## config.mk

```make
export PLATFORM = sky130hd
export DESIGN_NAME = multdiv_unit
export DESIGN_NICKNAME = d
export VERILOG_FILES = /design/src/rtl/multdiv_pkg.sv /design/src/rtl/multdiv_counter.sv /design/src/rtl/multdiv_unit.sv
export SDC_FILE = /design/constraint.sdc
export NUM_CORES = 1
export LEC_CHECK = 0
export BUFFER_PORTS_ARGS = -buffer_cell sky130_fd_sc_hd__buf_2
export CAP_MARGIN = 20
export CORE_ASPECT_RATIO = 1.4
export CORE_MARGIN = 8
export CORE_UTILIZATION = 67
export DETAILED_ROUTE_END_ITERATION = 6
export PLACE_DENSITY_LB_ADDON = 0.1
export SLEW_MARGIN = 20
export SYNTH_ARGS = -nofsm -noshare
export SYNTH_HDL_FRONTEND = slang
export SYNTH_SLANG_ARGS = --single-unit
```

## constraint.sdc

```tcl
create_clock -name clock -period 7.66 [get_ports clock]
set_input_delay 0.383 -clock clock [delete_from_list [all_inputs] [get_ports clock]]
set_output_delay 0.383 -clock clock [all_outputs]
set_load 0.02 [all_outputs]
```

## src/rtl/multdiv_pkg.sv

```systemverilog
// multdiv_pkg: shared types and constants for the iterative multiply/divide unit.
//   state_e   : sequencer states (IDLE/RUN/FIX/DONE)
//   op_e      : operation latched at start (OP_MUL/OP_DIV)
//   ITER_*    : RUN-phase iteration counts per operation
//   INT_MIN   : most negative 32-bit value (divide overflow detection)
//   mul_limit : terminal counter value for multiply, radix-2 or radix-4
package multdiv_pkg;
  typedef enum logic [1:0] {IDLE, RUN, FIX, DONE} state_e;
  typedef enum logic {OP_MUL, OP_DIV} op_e;

  localparam int ITER_MUL    = 32;
  localparam int ITER_MUL_R4 = 16;
  localparam int ITER_DIV    = 32;

  localparam logic [31:0] INT_MIN = 32'h8000_0000;

  function automatic logic [5:0] mul_limit(input logic r4);
    return r4 ? 6'(ITER_MUL_R4 - 1) : 6'(ITER_MUL - 1);
  endfunction
endpackage

```

## src/rtl/multdiv_counter.sv

```systemverilog
// multdiv_counter: iteration counter shared by the multiply and divide datapaths.
//   clock, ctrl_reset : clock, async active-high reset
//   clr               : restart count at 0 (priority over en)
//   en                : advance one step
//   limit             : runtime terminal value
//   tc                : count == limit; the counter holds there (no wrap)
module multdiv_counter #(
  parameter int CW = 6
) (
  input  logic          clock,
  input  logic          ctrl_reset,
  input  logic          clr,
  input  logic          en,
  input  logic [CW-1:0] limit,
  output logic          tc
);
  logic [CW-1:0] count;

  assign tc = (count == limit);

  always_ff @(posedge clock or posedge ctrl_reset) begin
    if (ctrl_reset)       count <= '0;
    else if (clr)         count <= '0;
    else if (en && !tc)   count <= count + 1'b1;
  end
endmodule

```

## src/rtl/multdiv_unit.sv

```systemverilog
// multdiv_unit: iterative signed multiply (Booth) / divide (restoring) unit.
//   clock, ctrl_reset          : clock, async active-high reset
//   ctrl_MULT, ctrl_DIV        : one-cycle start pulses (MULT wins if both high);
//                                a start in any state restarts with new operands
//   data_operandA/B            : operands, sampled on the start edge
//   data_result, data_exception: registered, updated only on entry to DONE
//   data_resultRDY             : one-cycle pulse while in DONE
//   busy                       : high in RUN and FIX
// Build option: define MULTDIV_RADIX4_EN for radix-4 Booth multiply (16 steps).
module multdiv_unit
  import multdiv_pkg::*;
#(
  parameter int WIDTH = 32,
  parameter int ITER  = ITER_DIV
) (
  input  logic             clock,
  input  logic             ctrl_reset,
  input  logic             ctrl_MULT,
  input  logic             ctrl_DIV,
  input  logic [WIDTH-1:0] data_operandA,
  input  logic [WIDTH-1:0] data_operandB,
  output logic [WIDTH-1:0] data_result,
  output logic             data_exception,
  output logic             data_resultRDY,
  output logic             busy
);
  // Two guard bits above the accumulator: acc +/- 2M must not wrap before the shift.
  localparam int AW = WIDTH + 2;
`ifdef MULTDIV_RADIX4_EN
  localparam logic R4 = 1'b1;
`else
  localparam logic R4 = 1'b0;
`endif
  localparam logic [5:0] MUL_LIM = mul_limit(R4);
  localparam logic [5:0] DIV_LIM = 6'(ITER - 1);

  state_e                  state;
  op_e                     op;
  logic signed [AW-1:0]    acc, acc_mul, acc_div, mx, sum;
  logic        [WIDTH-1:0] q, q_mul, q_div, m;
  logic                    qm1, qm1_mul, neg, div_ovf, mul_exc, tc, start;
  logic        [WIDTH:0]   rem_sh, diff;

  assign start = ctrl_MULT | ctrl_DIV;

  function automatic logic [WIDTH-1:0] mag(input logic [WIDTH-1:0] v);
    return v[WIDTH-1] ? -v : v;
  endfunction

  multdiv_counter #(.CW(6)) u_cnt (
    .clock      (clock),
    .ctrl_reset (ctrl_reset),
    .clr        (start),
    .en         (state == RUN),
    .limit      ((op == OP_MUL) ? MUL_LIM : DIV_LIM),
    .tc         (tc)
  );

  // Booth step over {acc, q, qm1}: add/sub a multiple of M, then arithmetic shift.
  always_comb begin
    mx  = {{2{m[WIDTH-1]}}, m};
    sum = acc;
`ifdef MULTDIV_RADIX4_EN
    case ({q[1:0], qm1})
      3'b001, 3'b010: sum = acc + mx;
      3'b011:         sum = acc + (mx <<< 1);
      3'b100:         sum = acc - (mx <<< 1);
      3'b101, 3'b110: sum = acc - mx;
      default:        sum = acc;
    endcase
    acc_mul = sum >>> 2;
    q_mul   = {sum[1:0], q[WIDTH-1:2]};
    qm1_mul = q[1];
`else
    case ({q[0], qm1})
      2'b01:   sum = acc + mx;
      2'b10:   sum = acc - mx;
      default: sum = acc;
    endcase
    acc_mul = sum >>> 1;
    q_mul   = {sum[0], q[WIDTH-1:1]};
    qm1_mul = q[0];
`endif
    // Product overflows when the high word is not the sign extension of the low word.
    mul_exc = (acc_mul[WIDTH-1:0] != {WIDTH{q_mul[WIDTH-1]}});
  end

  // Restoring divide step on magnitudes: acc holds the partial remainder, q the
  // dividend shifting out / quotient shifting in.
  always_comb begin
    rem_sh = {acc[WIDTH-1:0], q[WIDTH-1]};
    diff   = rem_sh - {1'b0, m};
    if (!diff[WIDTH]) begin
      acc_div = {1'b0, diff};
      q_div   = {q[WIDTH-2:0], 1'b1};
    end else begin
      acc_div = {1'b0, rem_sh};
      q_div   = {q[WIDTH-2:0], 1'b0};
    end
  end

  always_ff @(posedge clock or posedge ctrl_reset) begin
    if (ctrl_reset) begin
      state          <= IDLE;
      op             <= OP_MUL;
      acc            <= '0;
      q              <= '0;
      qm1            <= 1'b0;
      m              <= '0;
      neg            <= 1'b0;
      div_ovf        <= 1'b0;
      data_result    <= '0;
      data_exception <= 1'b0;
      data_resultRDY <= 1'b0;
      busy           <= 1'b0;
    end else begin
      data_resultRDY <= 1'b0;
      if (start) begin
        acc <= '0;
        qm1 <= 1'b0;
        if (ctrl_MULT) begin
          op    <= OP_MUL;
          m     <= data_operandA;
          q     <= data_operandB;
          state <= RUN;
          busy  <= 1'b1;
        end else begin
          op      <= OP_DIV;
          m       <= mag(data_operandB);
          q       <= mag(data_operandA);
          neg     <= data_operandA[WIDTH-1] ^ data_operandB[WIDTH-1];
          div_ovf <= (data_operandA == INT_MIN) && (data_operandB == '1);
          if (data_operandB == '0) begin
            // Divide by zero skips the iterations entirely.
            state          <= DONE;
            busy           <= 1'b0;
            data_result    <= '0;
            data_exception <= 1'b1;
            data_resultRDY <= 1'b1;
          end else begin
            state <= RUN;
            busy  <= 1'b1;
          end
        end
      end else begin
        case (state)
          RUN: begin
            if (op == OP_MUL) begin
              acc <= acc_mul;
              q   <= q_mul;
              qm1 <= qm1_mul;
              if (tc) begin
                state          <= DONE;
                busy           <= 1'b0;
                data_result    <= q_mul;
                data_exception <= mul_exc;
                data_resultRDY <= 1'b1;
              end
            end else begin
              acc <= acc_div;
              q   <= q_div;
              if (tc) state <= FIX;
            end
          end
          FIX: begin
            // Quotient sign; INT_MIN / -1 yields magnitude 2^31 which reads back as INT_MIN.
            state          <= DONE;
            busy           <= 1'b0;
            data_result    <= neg ? -q : q;
            data_exception <= div_ovf;
            data_resultRDY <= 1'b1;
          end
          DONE:    state <= IDLE;
          default: ;
        endcase
      end
    end
  end
endmodule
```

==> run_results.csv <==
group,metric,value,unit
cells_and_area,design_area,0.0153,sq mm
sta,setup_viol,0,
floorplanning,die_w,139,um
synth,synthCells,1838,
critical_path,crit_path_max_fanout,7,
cts,cts_made_buffers,17,
sta,whs,92.7,ps
cells_and_area,finalNetCount,2002,
cts,root_buffer,"clkbuf_16",
global_route,grt_max_degree,81,
drt,via_count,14800,
sta,timing.final.ws_setup,2220,ps
cts,cts_tree,"yes",
sta,drv_slew,0,
critical_path,worst_setup_path_start_kind,"flip-flop",
drt,ant_nets,0,
critical_path,endpoint_kind,"flip-flop",
placed_design,place_ws,2340,ps
sta,min_period,5440,ps
drt,drt_iter0_drc,1610,
synth,synth_area,0.0142,sq mm
cells_and_area,areaGrowthSynthToFinish,7.75,%
floorplanning,die_area,0.0261,sq mm
global_route,grt_antenna_before_repair,2,
sta,finalClockSkew,10.9,ps
power,power.density,221,mW/mm^2
sta,rsz0062_at_grt,"no",
cts,htree_num_levels,4,
floorplanning,fp.coreArea,0.0210,sq mm
cts,clk_pin_slew,70,ps
critical_path,r2r-start,"m[4]$_DFFE_PP0N_",
cts,cts_max_path_buffers,2,
synth,synth_area_leaders,"dfrtp_1 26%, ha_1 6.8%, o21ai_0 6.4%",
cts,post_cts_resized,0,
flow_run,cap_violations,0,
power,leakage,0.00661,uW
global_route,grt_pass1_vias,14300,
floorplanning,rows,63,
sta,fin_crit_sh,71.1,%
synth,yosysSeqAreaShare,25.6,%
synth,yosys.area.top_type,"dfrtp_1",
sta,fmax,184,MHz
cells_and_area,final_common_cell,"nand2_1",
power,ir_drop,212,uV
placed_design,post_dp_cell_area,0.0147,sq mm
drt,dr.pass1.iters,7,
floorplanning,io_pins,103,
drt,viasPerCell,6.96,
placed_design,portBuffers,102,
global_route,grt_pass1_wl,75300,um
synth,syn_nets,1985,
sta,tightest_slew,1110,ps
synth,synth.distinct_cells,78,
synth,ys.flop_type,"dfrtp_1",
drt,drc,0,
power,p_total,3380,uW
hold_path,hold_class,"input pin to asynchronous set/reset pin",
sta,relSlewSlack,25.9,%
placed_design,routabilityCongestion,0.944,
placed_design,dpl.hpwl,34400,um
synth,yosys_register_bits,145,
drt,wire_per_inst,22.2,um
global_route,grtUsageTotal,35.7,%
floorplanning,die_y,188,um
synth,yosys_warnings,0,
critical_path,cp_data_required_time,7960,ps
sta,tns,0,ps
critical_path,arrival,5740,ps
cts,hold_buffers,0,
floorplanning,start_util,67.6,%
critical_path,reg2reg_to,"data_exception$_DFFE_PP0P_",
synth,synth_edf_count,0,
critical_path,r2r_slack,2220,ps
cells_and_area,antenna_cells,0,
drt,drt-total-wl,47200,um
critical_path,reg2reg_depth,17,
sta,hold_viol_final,0,
synth,async_reset_ff_share,100,%
synth,avgSynthCellArea,7.71,sq um
cells_and_area,drive_above_1_share,10.9,%
critical_path,path_class,"flip-flop to flip-flop",
status,status,"complete, no violations",
cells_and_area,final_cell_mix,"218 x nand2_1, 180 x o21ai_0, 144 x dfrtp_1",
synth,yosys.area.top_type_share,25.6,%
cts,clock-sinks,145,
cts,cts_setup_buffers,0,
cts,clock_latency,430,ps
cells_and_area,fillers,1712,
global_route,gr-total-overflow,0,
layout make-up:
type,count,area [sq um],area share (%)
multi-input cells,1506,9830,64.4
repair buffers,120,646,4.23
well taps,260,325,2.13
clock inverters,10,164,1.07
flip-flops and latches,145,3630,23.8
inverters,65,249,1.63
clock buffers,18,429,2.81
through the flow:
step                      utilization (%)  cells
final                                72.8   2124
after global routing                 72.8   2124
after CTS                            72.8   2124
after detailed placement             70.0   2096
after global placement               70.0   2096
after floorplan                         -   1838
worst max-delay path, stage by stage, from the launching register on:
cell and delay, ps:
dfrtp_1 410, nor4_1 580, and4_1 320, and3_1 210, and2_0 330, nor2_1 90
xnor2_1 140, ha_1 380, a21oi_1 300, nand2_1 90, a221oi_1 490, o31ai_1 190
xnor2_1 200, a211oi_1 240, or4b_1 430, or4b_1 470, a221oi_1 360, a21oi_2 80
per-layer routing:
metal | share of wire [%] | wire, um | GRT usage, % | up-vias
li1 | - | - | - | 6715
met1 | 36 | 17100 | 40.6 | 6966
met2 | 48 | 22600 | 59.8 | 870
met3 | 8.0 | 3800 | 5.65 | 232
met4 | 7.8 | 3690 | 26.4 | 2
met5 | 0.025 | 12 | 0 | -
worst max-delay path by stage:
stage	from	end	slack, ps	depth (start not counted)
2_1_floorplan	m[4]$_DFFE_PP0N_	data_exception$_DFFE_PP0P_	3010	18
3_3_place_gp	m[4]$_DFFE_PP0N_	data_exception$_DFFE_PP0P_	2360	17
3_5_place_dp	m[4]$_DFFE_PP0N_	data_exception$_DFFE_PP0P_	2340	17
4_1_cts	m[4]$_DFFE_PP0N_	data_exception$_DFFE_PP0P_	2320	17
5_1_grt	m[4]$_DFFE_PP0N_	data_exception$_DFFE_PP0P_	1850	17
6_report	m[4]$_DFFE_PP0N_	data_exception$_DFFE_PP0P_	2220	17
logic make-up after synthesis:
group           synth area share (%)
simple gates                    21.6
compound gates                  26.3
buf+inv                         5.21
xor+xnor                        10.6
flops                           25.6
fa+ha+maj                       7.08
mux                             3.58
Yosys cell counts, drive strengths merged, types with 21 or more instances:
cell	n
nand3	55
a21oi	122
ha	77
nor2	143
a221oi	32
nand2b	24
inv	65
or3	25
o21ai	240
a21o	25
o31ai	30
xnor2	83
nand2	218
buf	21
clkbuf	101
nand4	21
xor2	88
mux2i	45
nor3	21
dfrtp	145
power by group:
| group | switching, uW | internal, uW |
|---|---|---|
| combinational | 911 | 563 |
| clock | 337 | 538 |
| sequential | 171 | 858 |
registers in the layout, indices dropped and copies added (netlist names), 2 cells and up:
register / flops
u_cnt.count: 6
m: 32
q: 32
data_result: 32
acc: 34
state: 2
(Power assumes the default switching activity.)
